[src/rtl/bfc_pkg.sv]
// rtl/bfc_pkg.sv - phase type, kick-back constants and per-key LED bounds for bound_flash_checker
package bfc_pkg;

  typedef enum logic [1:0] {
    IDLE   = 2'd0,
    UP     = 2'd1,
    DOWN   = 2'd2,
    RESYNC = 2'd3
  } phase_t;

  localparam int          MAX_KEY  = 3;
  localparam logic [1:0]  LAST_KEY = 2'(MAX_KEY - 1);
  localparam logic [15:0] KICK_LO  = 16'h0000;
  localparam logic [15:0] KICK_HI  = 16'h001F;

  // Element i holds the bound for key i.
  localparam logic [MAX_KEY-1:0][15:0] KEY_MAX = {16'h003F, 16'h07FF, 16'hFFFF};
  localparam logic [MAX_KEY-1:0][15:0] KEY_MIN = {16'h0000, 16'h0000, 16'h001F};

  function automatic logic [15:0] key_max(input logic [1:0] key);
    return (key < 2'(MAX_KEY)) ? KEY_MAX[key] : 16'hFFFF;
  endfunction

  function automatic logic [15:0] key_min(input logic [1:0] key);
    return (key < 2'(MAX_KEY)) ? KEY_MIN[key] : 16'h0000;
  endfunction

endpackage

[src/rtl/bfc_next_led.sv]
// rtl/bfc_next_led.sv - combinational next-state of the ideal flasher model (phase, key, expected LED)
module bfc_next_led
  import bfc_pkg::*;
(
  input  phase_t      phase,
  input  logic [1:0]  key,
  input  logic [15:0] exp_led,
  input  logic        flick,
  output phase_t      nxt_phase,
  output logic [1:0]  nxt_key,
  output logic [15:0] nxt_led
);

  logic kick;
  assign kick = flick && (key != LAST_KEY) && (exp_led == KICK_LO || exp_led == KICK_HI);

  always_comb begin
    nxt_phase = phase;
    nxt_key   = key;
    nxt_led   = exp_led;
    unique case (phase)
      IDLE: begin
        nxt_led = '0;
        if (flick) nxt_phase = UP;
      end
      UP: begin
        if (exp_led != key_max(key)) begin
          nxt_led = {exp_led[14:0], 1'b1};
        end else begin
          nxt_led   = {1'b0, exp_led[15:1]};
          nxt_phase = DOWN;
        end
      end
      DOWN: begin
        // A trigger at a kick-back point restarts the climb and wins over the key advance.
        if (kick) begin
          nxt_phase = UP;
        end else if (exp_led != key_min(key)) begin
          nxt_led = {1'b0, exp_led[15:1]};
        end else if (key != LAST_KEY) begin
          nxt_key   = key + 2'd1;
          nxt_led   = {exp_led[14:0], 1'b1};
          nxt_phase = UP;
        end else begin
          nxt_key   = '0;
          nxt_led   = '0;
          nxt_phase = IDLE;
        end
      end
      RESYNC: begin
        nxt_led = '0;
      end
      default: begin
        nxt_phase = IDLE;
        nxt_key   = '0;
        nxt_led   = '0;
      end
    endcase
  end

endmodule

[config.mk]
export PLATFORM = sky130hd
export DESIGN_NAME = bfc_next_led
export DESIGN_NICKNAME = d
export VERILOG_FILES = /design/src/rtl/bfc_pkg.sv /design/src/rtl/bfc_next_led.sv
export SDC_FILE = /design/constraint.sdc
export NUM_CORES = 1
export LEC_CHECK = 0
export ABC_AREA = 1
export BUFFER_PORTS_ARGS = -buffer_cell sky130_fd_sc_hd__buf_2
export CAP_MARGIN = 5
export CORE_MARGIN = 10
export CORE_UTILIZATION = 49
export DETAILED_ROUTE_END_ITERATION = 10
export PLACE_DENSITY = 0.93
export SYNTH_ARGS = -nofsm -noshare
export SYNTH_HDL_FRONTEND = slang
export SYNTH_SLANG_ARGS = --single-unit
[constraint.sdc]
create_clock -name vclk -period 2.1
set_input_delay 0.105 -clock vclk [all_inputs]
set_output_delay 0.105 -clock vclk [all_outputs]
set_load 0.02 [all_outputs]
## Yosys cells after proc, flatten, opt, wreduce, memory -nomap -nowiden

Index checks and enable logic that the tools add are counted.

| storage, ports and cells | value |
|---|---|
| flip-flop bits (word level) | 0 |
| latch bits | 0 |
| RAM bits | 0 |
| ROM bits | 0 |
| input port bits | 21 |
| output and inout bits | 20 |
| word-level logic and storage cells | 37 |
| memories kept | 0 |

| operators by class | value |
|---|---|
| add/subtract/negate cells | 1 |
| $mul | 0 |
| divide/modulo/power cells | 0 |
| magnitude comparators | 2 |
| equality and inequality tests | 7 |
| shift-type cells | 0 |
| mux-type cells | 21 |
| bitwise gates (word level) | 0 |
| reduce and logical (&&, ||, !) cells | 6 |

Operators with widths:

| kind | number |
|---|---|
| 16-bit 2-to-1 mux | 8 |
| 16-bit binary-select mux with 2-bit select | 2 |
| 16-bit one-hot mux with 3 select lines | 1 |
| 16-bit inequality test | 2 |
| 16-bit by 5-bit == test with 1-bit output, second input constant | 1 |
| 16-bit logical NOT | 1 |
| 2-bit 2-to-1 mux | 8 |
| 2-bit one-hot mux with 3 select lines | 1 |
| 2-bit == test, second input constant | 2 |
| 2-bit by 3-bit < comparator with 1-bit output, second input constant | 1 |
| 2-bit by 1-bit adder with 2-bit output, second input constant | 1 |
| 2-bit by 1-bit == test with 1-bit output, second input constant | 1 |
| 1-bit logical AND | 2 |
| 2-bit logical NOT | 1 |
| 2-bit < comparator, second input constant | 1 |
| 2-bit inequality test, second input constant | 1 |
| 2-bit OR reduction | 1 |
| 1-bit logical OR | 1 |
| 1-bit 2-to-1 mux | 1 |

## Depth between registers and ports, before layout

| logic depth | value |
|---|---|
| word-level depth | 7 |
| gate-level depth with buffers | 12 |
| depth with buffers taken out | 12 |

## Least setup slack after synthesis

Ideal clock, no wire load.

| path | value |
|---|---|
| kind | input port to output port |
| start point | in key[0] |
| end point | out nxt_led[11] |
| data arrival time | 1,743 ps |
| required time | 1,995 ps |
| path slack | 252 ps |
| stages on the path | 11 |
| path buffers | 0 |
| cell sequence | inv_1 > ha_1 > inv_1 > ha_1 > nor2_1 > nand3_1 > nor3b_4 > nand3_4 > nand2_1 > nand3_1 > nand2_1 |

| between the ends | value |
|---|---|
| word-level cells in the longest chain between the ends | 7 |
| elaborated cells between the ends (all ways) | 17 |
| those cells by class | order compare: 1; eq/ne: 3; mux: 11; reduce/logical: 2 |

RTL lines:

| what | RTL line | source |
|---|---|---|
| start, declared | bfc_next_led.sv:6 | `input logic [1:0] key,` |
| 16-bit binary-select mux with 2-bit select | bfc_pkg.sv:25 | `return (key < 2'(MAX_KEY)) ? KEY_MIN[key] : 16'h0000;` |
| 16-bit 2-to-1 mux (not written as such) | bfc_pkg.sv:25 |  |
| 16-bit 2-to-1 mux | bfc_pkg.sv:25 |  |
| 16-bit inequality test | bfc_next_led.sv:38 | `end else if (exp_led != key_min(key)) begin` |
| 16-bit 2-to-1 mux | bfc_next_led.sv:38 |  |
| 16-bit 2-to-1 mux | bfc_next_led.sv:36 | `if (kick) begin` |
| 16-bit one-hot mux with 3 select lines * | bfc_next_led.sv:21 | `unique case (phase)` |
| end, declared | bfc_next_led.sv:11 | `output logic [15:0] nxt_led` |

Every way passes the cells marked *; elsewhere a longest branch is shown, timed or not. The select of a mux whose other input is x is not followed.

## Worst setup path after layout

| path | value |
|---|---|
| start point | in key[0] |
| end point | out nxt_led[5] |

Same word-level chain as after synthesis.

==> results.cfg <==
[drt]
viasPerCell = 5.71
drt_wl_total_um = 3200
first_pass_iters = 4
drc = 0
vias = 1257
postRouteAntennaNets = 0
drtIter0Drc = 71
wl_per_cell_um = 14.6

[synth]
ys_warn_count = 0
syn_inst = 161
synth_compound_gate_area_share = 0.123
yosysTopAreaCell = nand2_1
synth.distinct_cells = 20
netlist.area_leader.share = 0.215
syn_avg_cell_area_um2 = 5.11
synth_top_family_by_area = simple AND/OR/NAND/NOR gates
synthXorXnorAreaFrac = 0
netlist_area_um2 = 822
synthAdderAreaFrac = 0.122
muxShareOfSynthArea = 0
synth_area_leaders = nand2_1, ha_1, inv_1, nand3_1, nand4_1
ys_seq_area_frac = 0
syn_nets = 190
yosys.area_share.simple = 0.606

[die]
dieArea_um2 = 3720
coreArea_um2 = 1540
start_util = 0.533
ios = 41
die_h_um = 61.0
die_x_um = 61.0
row_count = 14

[setup_path]
worst_setup_path_start_kind = input port
crit_type = input port to primary output
crit_fanout = 8
path_cells = buf_2 -> inv_2 -> ha_4 -> inv_4 -> ha_1 -> nor2_2 -> nand3_2 -> nor3b_4 -> nand3_4 -> o21ai_1 -> nand2_1 -> buf_2
cp.arrival_ns = 1.91
timing.critical_path.mode_cell = buf_2
cp_top_family = simple AND/OR/NAND/NOR gates
worstPathRequired_ns = 2.00
critPathBufInv = 4
cpMaxStageDelayCell = nor3b_4
endpoint_kind = primary output
slowest_delay_ns = 0.31

[global_route]
grt_pass1_wl_um = 5200
grt_overflow = 0
grt_pass1_vias = 1293
gr-usage-all-layers = 0.164
grt_antenna_before_repair = 0
grt_max_degree = 13

[finish]
num_antenna_cells = 0
final_cell_mix = nand2_1, buf_2, inv_1
register_area_um2 = 0
layout-drive-gt1-share = 0.333
design.seq.count = 0
final_core_util = 0.722
nClkBuffers = 0
fill_cells = 140
nNetsFinal = 235
flow.area_growth_from_synthesis_pct = 35.5
post-route-cell-area_um2 = 1110
final_common_cell = nand2_1

[power]
p_per_area_nw_per_um2 = 195
power_w = 0.000217
power.leakage_nw = 0.664
peakVddDrop_uv = 119

[placed_design]
finalWeightedCongestion = 0.965
place_area_um2 = 1070
io_buffers = 41
dp_hpwl_um = 2540

[sta]
post-route-period-util = 0.958
worst_slew_pin_slew_ns = 0.548
fmax_mhz = 497
finalCriticalPeriod_ns = 2.01
hold_viol_final = 0
final-setup-viol-count = 0
final-max-slew-violation-count = 0
relSlewSlack = 0.633

[clock_tree]
post_cts_buffers = 0

[status]
status = complete, no violations

[min_path]
hold_path.class = input port to primary output

[job]
maxCapViolations = 0
==> worst paths after layout <==
kind | start | to | slack [ns] | depth (start not counted)
setup / recovery | key[0] | nxt_led[5] | 0.09 | 12
hold / removal | exp_led[3] | nxt_led[4] | 0.58 | 4
==> cells in the mapped netlist <==
library cell	number
o21ai_2	2
nand3_1	17
nand3b_1	1
inv_1	25
o21ai_0	3
nor2_1	18
nor2_2	1
buf_2	2
o22ai_1	3
nand3_2	1
nor3_1	1
ha_1	8
nand3_4	1
nor3b_4	1
inv_2	5
nand4_1	11
nand2_2	2
nand2_1	47
o21ai_1	10
nor2_4	2
==> routing by layer <==
metal	wire length [um]	vias up	GRT usage
met4	63	0	0.0564
met1	1270	557	0.183
met5	0	-	0
li1	-	617	-
met2	1640	71	0.307
met3	224	12	0.0188
==> power by group <==
part	internal [W]	switching, W
sequential	0	0
combinational	0.0000765	0.000140
clock	0	0
total	0.0000765	0.000140
==> through the flow <==
stage	std cells	TNS [ns]	worst slack (ns)	hold WS [ns]
global route	220	-0.0305	-0.00990	0.607
floorplan	161	0	0.252	0.356
CTS	220	0	0.0121	0.584
detailed placement	220	-0.325	-0.0633	0.579
finish	220	0	0.0872	0.584
global placement	220	0	0.0677	0.571
==> final cells by class <==
cell class | instances | area (um2) | area share
well taps | 16 | 20.0 | 0.0180
multi-input cells | 129 | 728 | 0.654
inverters | 30 | 115 | 0.103
repair buffers | 45 | 250 | 0.225
==> repair_timing <==
item | CTS | global route
setup endpoints to repair | 8 | 10
resized for setup | 1 | 14
pin swaps | 0 | 5
hold buffers | 0 | 0
cloned | 0 | 0
==> cell families (layout without fill, tap and decap cells) <==
logic type | count (synthesis) | count (layout)
and+or+nand+nor | 103 | 103
buffers and inverters | 32 | 75
adders and majority gates | 8 | 8
AOI/OAI and AO/OA | 18 | 18
No activity file was read; power rests on OpenSTA's default activity.
